--- config.mk ---
export PLATFORM = sky130hd
export DESIGN_NAME = instr_fetch_unit
export DESIGN_NICKNAME = d
export VERILOG_FILES = /design/src/rtl/instr_fetch_unit_pkg.sv /design/src/rtl/fetch_fifo.sv /design/src/rtl/instr_fetch_unit.sv
export SDC_FILE = /design/constraint.sdc
export NUM_CORES = 1
export LEC_CHECK = 0
export CORE_MARGIN = 5
export CORE_UTILIZATION = 48
export CTS_BUF_LIST = sky130_fd_sc_hd__clkbuf_16
export DETAILED_ROUTE_END_ITERATION = 6
export HOLD_SLACK_MARGIN = 0.1
export PLACE_DENSITY = 0.75
export SYNTH_ARGS = -nofsm -noshare
export SYNTH_HDL_FRONTEND = slang
export SYNTH_SLANG_ARGS = --single-unit
--- constraint.sdc ---
create_clock -name clk -period 6.3 [get_ports clk]
set_input_delay 0.945 -clock clk [delete_from_list [all_inputs] [get_ports clk]]
set_output_delay 0.945 -clock clk [all_outputs]
set_load 0.02 [all_outputs]
--- src/rtl/instr_fetch_unit_pkg.sv ---
// instr_fetch_unit_pkg: FSM state type, instruction field positions and address helper shared by the fetch unit.
package instr_fetch_unit_pkg;
  typedef enum logic [1:0] {S_IDLE, S_WAIT, S_DROP} state_e;
  localparam int INSTR_W    = 32;
  localparam int OP_HI      = 31;
  localparam int OP_LO      = 30;
  localparam int FUNCT5_BIT = 5;
  localparam int FUNCT0_BIT = 0;
  function automatic logic [INSTR_W-1:0] word_align(input logic [INSTR_W-1:0] a);
    return a & ~INSTR_W'(3);
  endfunction
endpackage

--- src/rtl/fetch_fifo.sv ---
// fetch_fifo: synchronous FIFO with flush; head is read combinationally and storage clears on reset.
module fetch_fifo #(
  parameter int DEPTH = 2,
  parameter int W     = 64
) (
  input  logic                   clk,
  input  logic                   rst,
  input  logic                   push_i,
  input  logic                   pop_i,
  input  logic                   flush_i,
  input  logic [W-1:0]           din_i,
  output logic [$clog2(DEPTH):0] count_o,
  output logic [W-1:0]           head_o
);
  localparam int AW = $clog2(DEPTH);
  logic [W-1:0]  mem_q [DEPTH];
  logic [AW-1:0] rd_q, wr_q;
  logic [AW:0]   count_q;
  always_ff @(posedge clk or posedge rst) begin
    if (rst) begin
      mem_q   <= '{default: '0};
      rd_q    <= '0;
      wr_q    <= '0;
      count_q <= '0;
    end else if (flush_i) begin
      rd_q    <= '0;
      wr_q    <= '0;
      count_q <= '0;
    end else begin
      if (push_i) begin
        mem_q[wr_q] <= din_i;
        wr_q        <= wr_q + 1'b1;
      end
      if (pop_i) rd_q <= rd_q + 1'b1;
      count_q <= count_q + {{AW{1'b0}}, push_i} - {{AW{1'b0}}, pop_i};
    end
  end
  assign count_o = count_q;
  assign head_o  = mem_q[rd_q];
endmodule

--- src/rtl/instr_fetch_unit.sv ---
// instr_fetch_unit: one-outstanding-request fetch FSM feeding a small instruction buffer, with branch redirect.
module instr_fetch_unit
  import instr_fetch_unit_pkg::*;
#(
  parameter logic [31:0] RESET_PC  = 32'h0000_0000,
  parameter int          BUF_DEPTH = 2
) (
  input  logic        clk,
  input  logic        rst,
  output logic        imem_req,
  output logic [31:0] imem_addr,
  input  logic        imem_ack,
  input  logic [31:0] imem_rdata,
  input  logic        branch_taken,
  input  logic [31:0] branch_target,
  output logic        dec_valid,
  input  logic        dec_ready,
  output logic [31:0] dec_instr,
  output logic [31:0] dec_pc,
  output logic [1:0]  dec_op,
  output logic        dec_funct5,
  output logic        dec_funct0
);
  localparam int CW = $clog2(BUF_DEPTH) + 1;
  localparam logic [CW-1:0] FULL = CW'(BUF_DEPTH);
  state_e                 state_q;
  logic [INSTR_W-1:0]     fetch_pc_q;
  logic [CW-1:0]          count;
  logic [2*INSTR_W-1:0]   head;
  logic                   push, pop;
  assign pop  = dec_valid & dec_ready;
  assign push = (state_q == S_WAIT) & imem_ack & ~branch_taken;
  fetch_fifo #(.DEPTH(BUF_DEPTH), .W(2 * INSTR_W)) u_fifo (
    .clk    (clk),
    .rst    (rst),
    .push_i (push),
    .pop_i  (pop),
    .flush_i(branch_taken),
    .din_i  ({imem_rdata, imem_addr}),
    .count_o(count),
    .head_o (head)
  );
  assign dec_valid  = count != '0;
  assign {dec_instr, dec_pc} = head;
  assign dec_op     = dec_instr[OP_HI:OP_LO];
  assign dec_funct5 = dec_instr[FUNCT5_BIT];
  assign dec_funct0 = dec_instr[FUNCT0_BIT];
  // A redirect in S_IDLE only retargets; the request to the new target is issued on the following edge.
  always_ff @(posedge clk or posedge rst) begin
    if (rst) begin
      state_q    <= S_IDLE;
      imem_req   <= 1'b0;
      imem_addr  <= RESET_PC;
      fetch_pc_q <= RESET_PC;
    end else begin
      case (state_q)
        S_IDLE: begin
          if (branch_taken) fetch_pc_q <= word_align(branch_target);
          else if (count != FULL) begin
            imem_req  <= 1'b1;
            imem_addr <= fetch_pc_q;
            state_q   <= S_WAIT;
          end
        end
        S_WAIT: begin
          if (imem_ack) begin
            imem_req   <= 1'b0;
            state_q    <= S_IDLE;
            fetch_pc_q <= branch_taken ? word_align(branch_target) : imem_addr + 32'd4;
          end else if (branch_taken) begin
            state_q    <= S_DROP;
            fetch_pc_q <= word_align(branch_target);
          end
        end
        S_DROP: begin
          if (imem_ack) begin
            imem_req <= 1'b0;
            state_q  <= S_IDLE;
          end
          if (branch_taken) fetch_pc_q <= word_align(branch_target);
        end
        default: state_q <= S_IDLE;
      endcase
    end
  end
endmodule

# Word level (Yosys, flattened, before mapping)
# Cells that the tools add are included.
classes:
  n_addsub: 5
  multipliers: 0
  n_div: 0
  n_lt_le_gt_ge: 3
  n_eq_ne: 8
  shifts: 0
  mux: 25
  bitwise_logic: 6
  reduce_logical: 13
op_table:
  columns: ["operator", "count"]
  rows:
  - ["64-bit two-way mux", 4]
  - ["128-bit bitwise mux", 1]
  - ["32-bit two-way mux", 3]
  - ["64-bit demux with 1-bit select", 1]
  - ["32-bit one-hot mux with 2 select lines", 1]
  - ["32-bit by 3-bit adder with 32-bit output, second input constant", 1]
  - ["2-bit two-way mux", 6]
  - ["2-bit nonzero test", 5]
  - ["2-bit != test, second input constant", 4]
  - ["4-bit AND reduction", 2]
  - ["1-bit two-way mux", 7]
  - ["2-bit one-hot mux with 3 select lines", 1]
  - ["2-bit >= comparator, second input constant", 2]
  - ["1-bit NOT with 2-bit output", 2]
  - ["2-bit OR reduction", 2]
  - ["1-bit AND", 3]
  - ["3-bit != test, second input constant", 1]
  - ["3-bit AND reduction", 1]
  - ["1-bit adder, second input constant", 2]
  - ["2-bit by 1-bit adder with 2-bit output", 1]
  - ["2-bit by 1-bit == test with 1-bit output, second input constant", 1]
  - ["2-bit == test, second input constant", 1]
  - ["2-bit zero test", 1]
  - ["2-bit by 1-bit less-than comparator with 1-bit output, second input constant", 1]
  - ["other kinds (6)", 6]
word_totals:
  ff_bits: 199
  latchBits: 0
  ramBits: 0
  rom_bits: 0
  inputBits: 69
  out_inout_bits: 102
  word_cells: 69
  memories: 0

# Logic depth before layout (Yosys ltp)
logic_depth:
  word_depth: 6
  depth_mapped: 9
  depth_no_buf: 7

# By module
# A second synthesis with hierarchy kept.
hier_totals:
  hier_cells: 672
  hier_area_um2: 9435.3
modules_own_cells:
  columns: ["mod", "n_inst", "cells_per_inst", "area_each_um2", "seq_area_each_um2"]
  rows:
  - ["fetch_fifo", 1, 359, 6052.1, 3303.2]
  - ["instr_fetch_unit", 1, 313, 3383.2, 1676.6]

# Least setup slack after synthesis
# Ideal clock, no wire load.
synth_timing:
  path_type: "reg-to-output"
  startpoint: "register u_fifo.rd_q"
  endpoint: "output port dec_instr[0]"
  arrival_time_ns: 1.448
  t_required_ns: 5.355
  path_slack_ns: 3.907
  stages_incl_launch_ff: 5
  path_buffers: 3
  path_cell_list: "dfrtp_1 -> clkbuf_1 -> buf_2 -> mux2_2 -> buf_4"
synth_via:
  elab_chain_len: 4
synth_rtl:
  columns: ["element", "line_no", "rtl"]
  rows:
  - ["start, declared", "fetch_fifo.sv:17", "logic [AW-1:0] rd_q, wr_q;"]
  - ["start signal, assigned", "fetch_fifo.sv:34", "if (pop_i) rd_q <= rd_q + 1'b1;"]
  - ["1-bit NOT with 2-bit output (not written as such)", "fetch_fifo.sv:39", "assign head_o = mem_q[rd_q];"]
  - ["64-bit two-way mux (not written as such) (3 in series)", "fetch_fifo.sv:39", null]
  - ["end, declared", "instr_fetch_unit.sv:18", "output logic [31:0] dec_instr,"]
# Every way passes these cells. The select of a mux whose other input is x is not followed.

# Final worst setup path
layout_timing:
  startpoint: "input port branch_taken"
  endpoint: "register u_fifo.mem_q[99] in the netlist's numbering"
layout_via:
  elab_chain_len: 3
layout_rtl:
  columns: ["element", "line_no", "rtl"]
  rows:
  - ["start, declared", "instr_fetch_unit.sv:14", "input logic branch_taken,"]
  - ["1-bit NOT (no line) (*)", null, null]
  - ["1-bit AND", "instr_fetch_unit.sv:32", "assign push = (state_q == S_WAIT) & imem_ack & ~branch_taken;"]
  - ["2-bit AND reduction (no line) (*)", null, null]
  - ["end signal, assigned by index", "fetch_fifo.sv:31", "mem_q[wr_q] <= din_i;"]
  - ["end, declared", "fetch_fifo.sv:16", "logic [W-1:0] mem_q [DEPTH];"]
# Mark *: on every way between the ends. The rest lies on a longest branch, timed or not.
# A chain may end at the register's enable or synchronous reset.

==> metrics.yaml <==
yosysWarnings: 0
syn_area_per_cell_sq_um: 13.2
yosysMostFrequentCell: "mux2_2"
setup_viol: 0
layout_min_cycle_time_ns: 3.74
drive_gt1_frac: 0.310
hold_violations: 0
wl_per_cell_um: 19.2
arrival_ns: 4.05
cp_max_fo: 40
viasPerCell: 5.49
tns_ns: 0
skew_ns: 0.00905
coreArea_sq_um: 18900
finalInstanceArea_sq_um: 11700
antenna_found_initial: 0
cts_hold_buf: 0
die_area_sq_um: 22200
worst_hold_path_type: "flip-flop to flip-flop"
vias: 6138
antenna_left: 0
hold_path_depth: 2
clk_latency_ns: 0.42
cts_tree: "yes"
clock-sinks: 199
grtUsageTotal: 0.196
timing.rr.start: "state_q[1]"
ir_worst_vdd_uv: 272
synth_edf_count: 0
synth-seq-area-share: 0.536
syn2layout_area_growth_pct: 25.7
nFillCells: 1461
slew_headroom: 0.186
die-width_um: 149
required_ns: 6.61
drc: 0
syn-num-nets: 779
post-synth-top-area-fraction: 0.536
startpoint_type: "primary input"
endpoint_kind: "flip-flop"
crit_type: "primary input to flip-flop"
placedInstanceArea_sq_um: 11000
tightestPinTransition_ns: 1.22
async_flop_share: 1.00
h-tree-depth: 4
postCtsSetupBuffers: 0
grt_overflow: 0
r2r_cells: 6
path_clk_slew_ns: 0.07
power.density_nw_per_um2: 541
status: "completed"
numPortBuffers: 168
synth_area_sq_um: 9280
rsz0062_at_grt: "no"
grt_pass1_vias: 6612
r2r_slack_ns: 3.49
place_congestion: 0.810
first_pass_iters: 4
grt_max_degree: 196
slew_viol_final: 0
synth_common_cells: "mux2_2 (214), dfrtp_1 (199), nand2_1 (26), a21oi_1 (23), nor2_1 (22)"
final_nets: 921
ctsResizeCount: 0
multi_input_area_sq_um: 3960
pin_count: 171
synth_cell_types: 52
rows: 50
initial_core_util: 0.491
ys_ff_latch: 199
hold_end: "u_fifo.mem_q[19]"
grt_pass1_wl_um: 34800
cts_buffers: 17
hold_path.startpoint: "u_fifo.mem_q[19]"
drt-initial-drc-count: 269
diodes: 0
cts-root-buf: "clkbuf_16"
synth_area_leaders: "dfrtp_1 (54%), mux2_2 (26%), xnor2_1 (1.7%)"
dp_hpwl_um: 14400
timing.final.crit_share: 0.594
wl_um: 21400
die_h_um: 149
p_leak_nw: 4.92
reg2reg_to: "u_fifo.mem_q[99]"
cap_violations: 0
clockBufferDepth: 2
yosys.area.top_type: "dfrtp_1"
regArea_sq_um: 4980
fmax_mhz: 267
syn_inst: 703
synth_top_flop_cell: "dfrtp_1"
## routing by layer
layer,share of wire,GRT usage,wire [um],vias to the layer above
met5,0,0,0,-
met4,0.013,0.0540,284,0
met3,0.049,0.0398,1060,22
met2,0.49,0.329,10600,168
met1,0.44,0.261,9480,3152
li1,-,-,-,2796
## stage by stage
step / hold WS (ns) / utilization / instances / setup slack, ns / power (W)
5_1_grt: 0.507 / 0.617 / 1118 / 2.42 / 0.00667
4_1_cts: 0.488 / 0.617 / 1118 / 2.53 / 0.00637
3_3_place_gp: 0.456 / 0.584 / 1086 / 2.24 / 0.00506
2_1_floorplan: 0.444 / - / 703 / 2.78 / 0.00403
6_report: 0.491 / 0.617 / 1118 / 2.56 / 0.00631
3_5_place_dp: 0.473 / 0.584 / 1086 / 2.11 / 0.00518
## where the power goes
part	internal (W)	switching [W]	total (W)	leakage, nW
clock network	0.000701	0.000467	0.00117	0.311
logic	0.00153	0.00129	0.00282	2.15
registers	0.00184	0.000482	0.00232	2.46
## layout by cell type (no fill, tap or decap), types with 3 or more instances in the layout
cell,Yosys,final
a21oi_1,23,23
a22oi_1,11,11
a31oi_1,4,4
and2_1,3,3
and3_1,3,3
and4_1,5,5
buf_4,6,3
bufinv_16,0,5
clkbuf_16,0,17
clkdlybuf4s50_1,0,168
clkinv_1,0,3
dfrtp_1,199,198
ha_1,7,7
inv_1,10,10
mux2_1,6,6
mux2_2,214,214
nand2_1,26,25
nand2b_1,4,4
nand3_1,6,6
nand4_1,5,5
nor2_1,22,22
nor3_1,7,7
nor3_2,3,3
o21a_1,3,3
o21ai_0,16,16
o21ai_1,9,9
o22ai_1,12,12
xnor2_1,18,18
xor2_1,9,9
## worst max path at each step
stage / startpoint / end / slack (ns) / cells after the start
finish: branch_taken / u_fifo.mem_q[99] / 2.56 / 6
global route: branch_taken / u_fifo.mem_q[99] / 2.42 / 6
CTS: u_fifo.rd_q / dec_pc[29] / 2.53 / 3
detailed placement: branch_taken / u_fifo.mem_q[99] / 2.11 / 6
global placement: branch_taken / u_fifo.mem_q[87] / 2.24 / 6
floorplan: rst / fetch_pc_q[0] / 2.78 / 1
## state kept, by name, summed over array words and instances, names as in the netlist
register	count
fetch_pc_q	32
imem_addr	32
imem_req	1
state_q	2
u_fifo.count_o	2
u_fifo.mem_q	128
u_fifo.rd_q	1
u_fifo.wr_q	1
## logic make-up after synthesis
group,synth area share
flops,0.536
compound gates,0.0581
buf+inv,0.0387
mux,0.267
simple gates,0.0650
xor+xnor,0.0255
fa+ha+maj,0.00943
## cell type report
cell class | count | share of cell area
Sequential cell | 199 | 0.427
Multi-Input combinational cell | 445 | 0.339
Timing Repair Buffer | 172 | 0.148
Clock buffer | 17 | 0.0365
Tap cell | 260 | 0.0279
Clock inverter | 15 | 0.0179
Inverter | 10 | 0.00354
## worst max-delay path: stages
cell	delay, ns
clkdlybuf4s50_1	0.80
nor2b_4	0.31
and2_4	0.20
nor2b_4	0.72
buf_4	0.61
mux2_2	0.40
No activity file was read; power rests on OpenSTA's default activity.
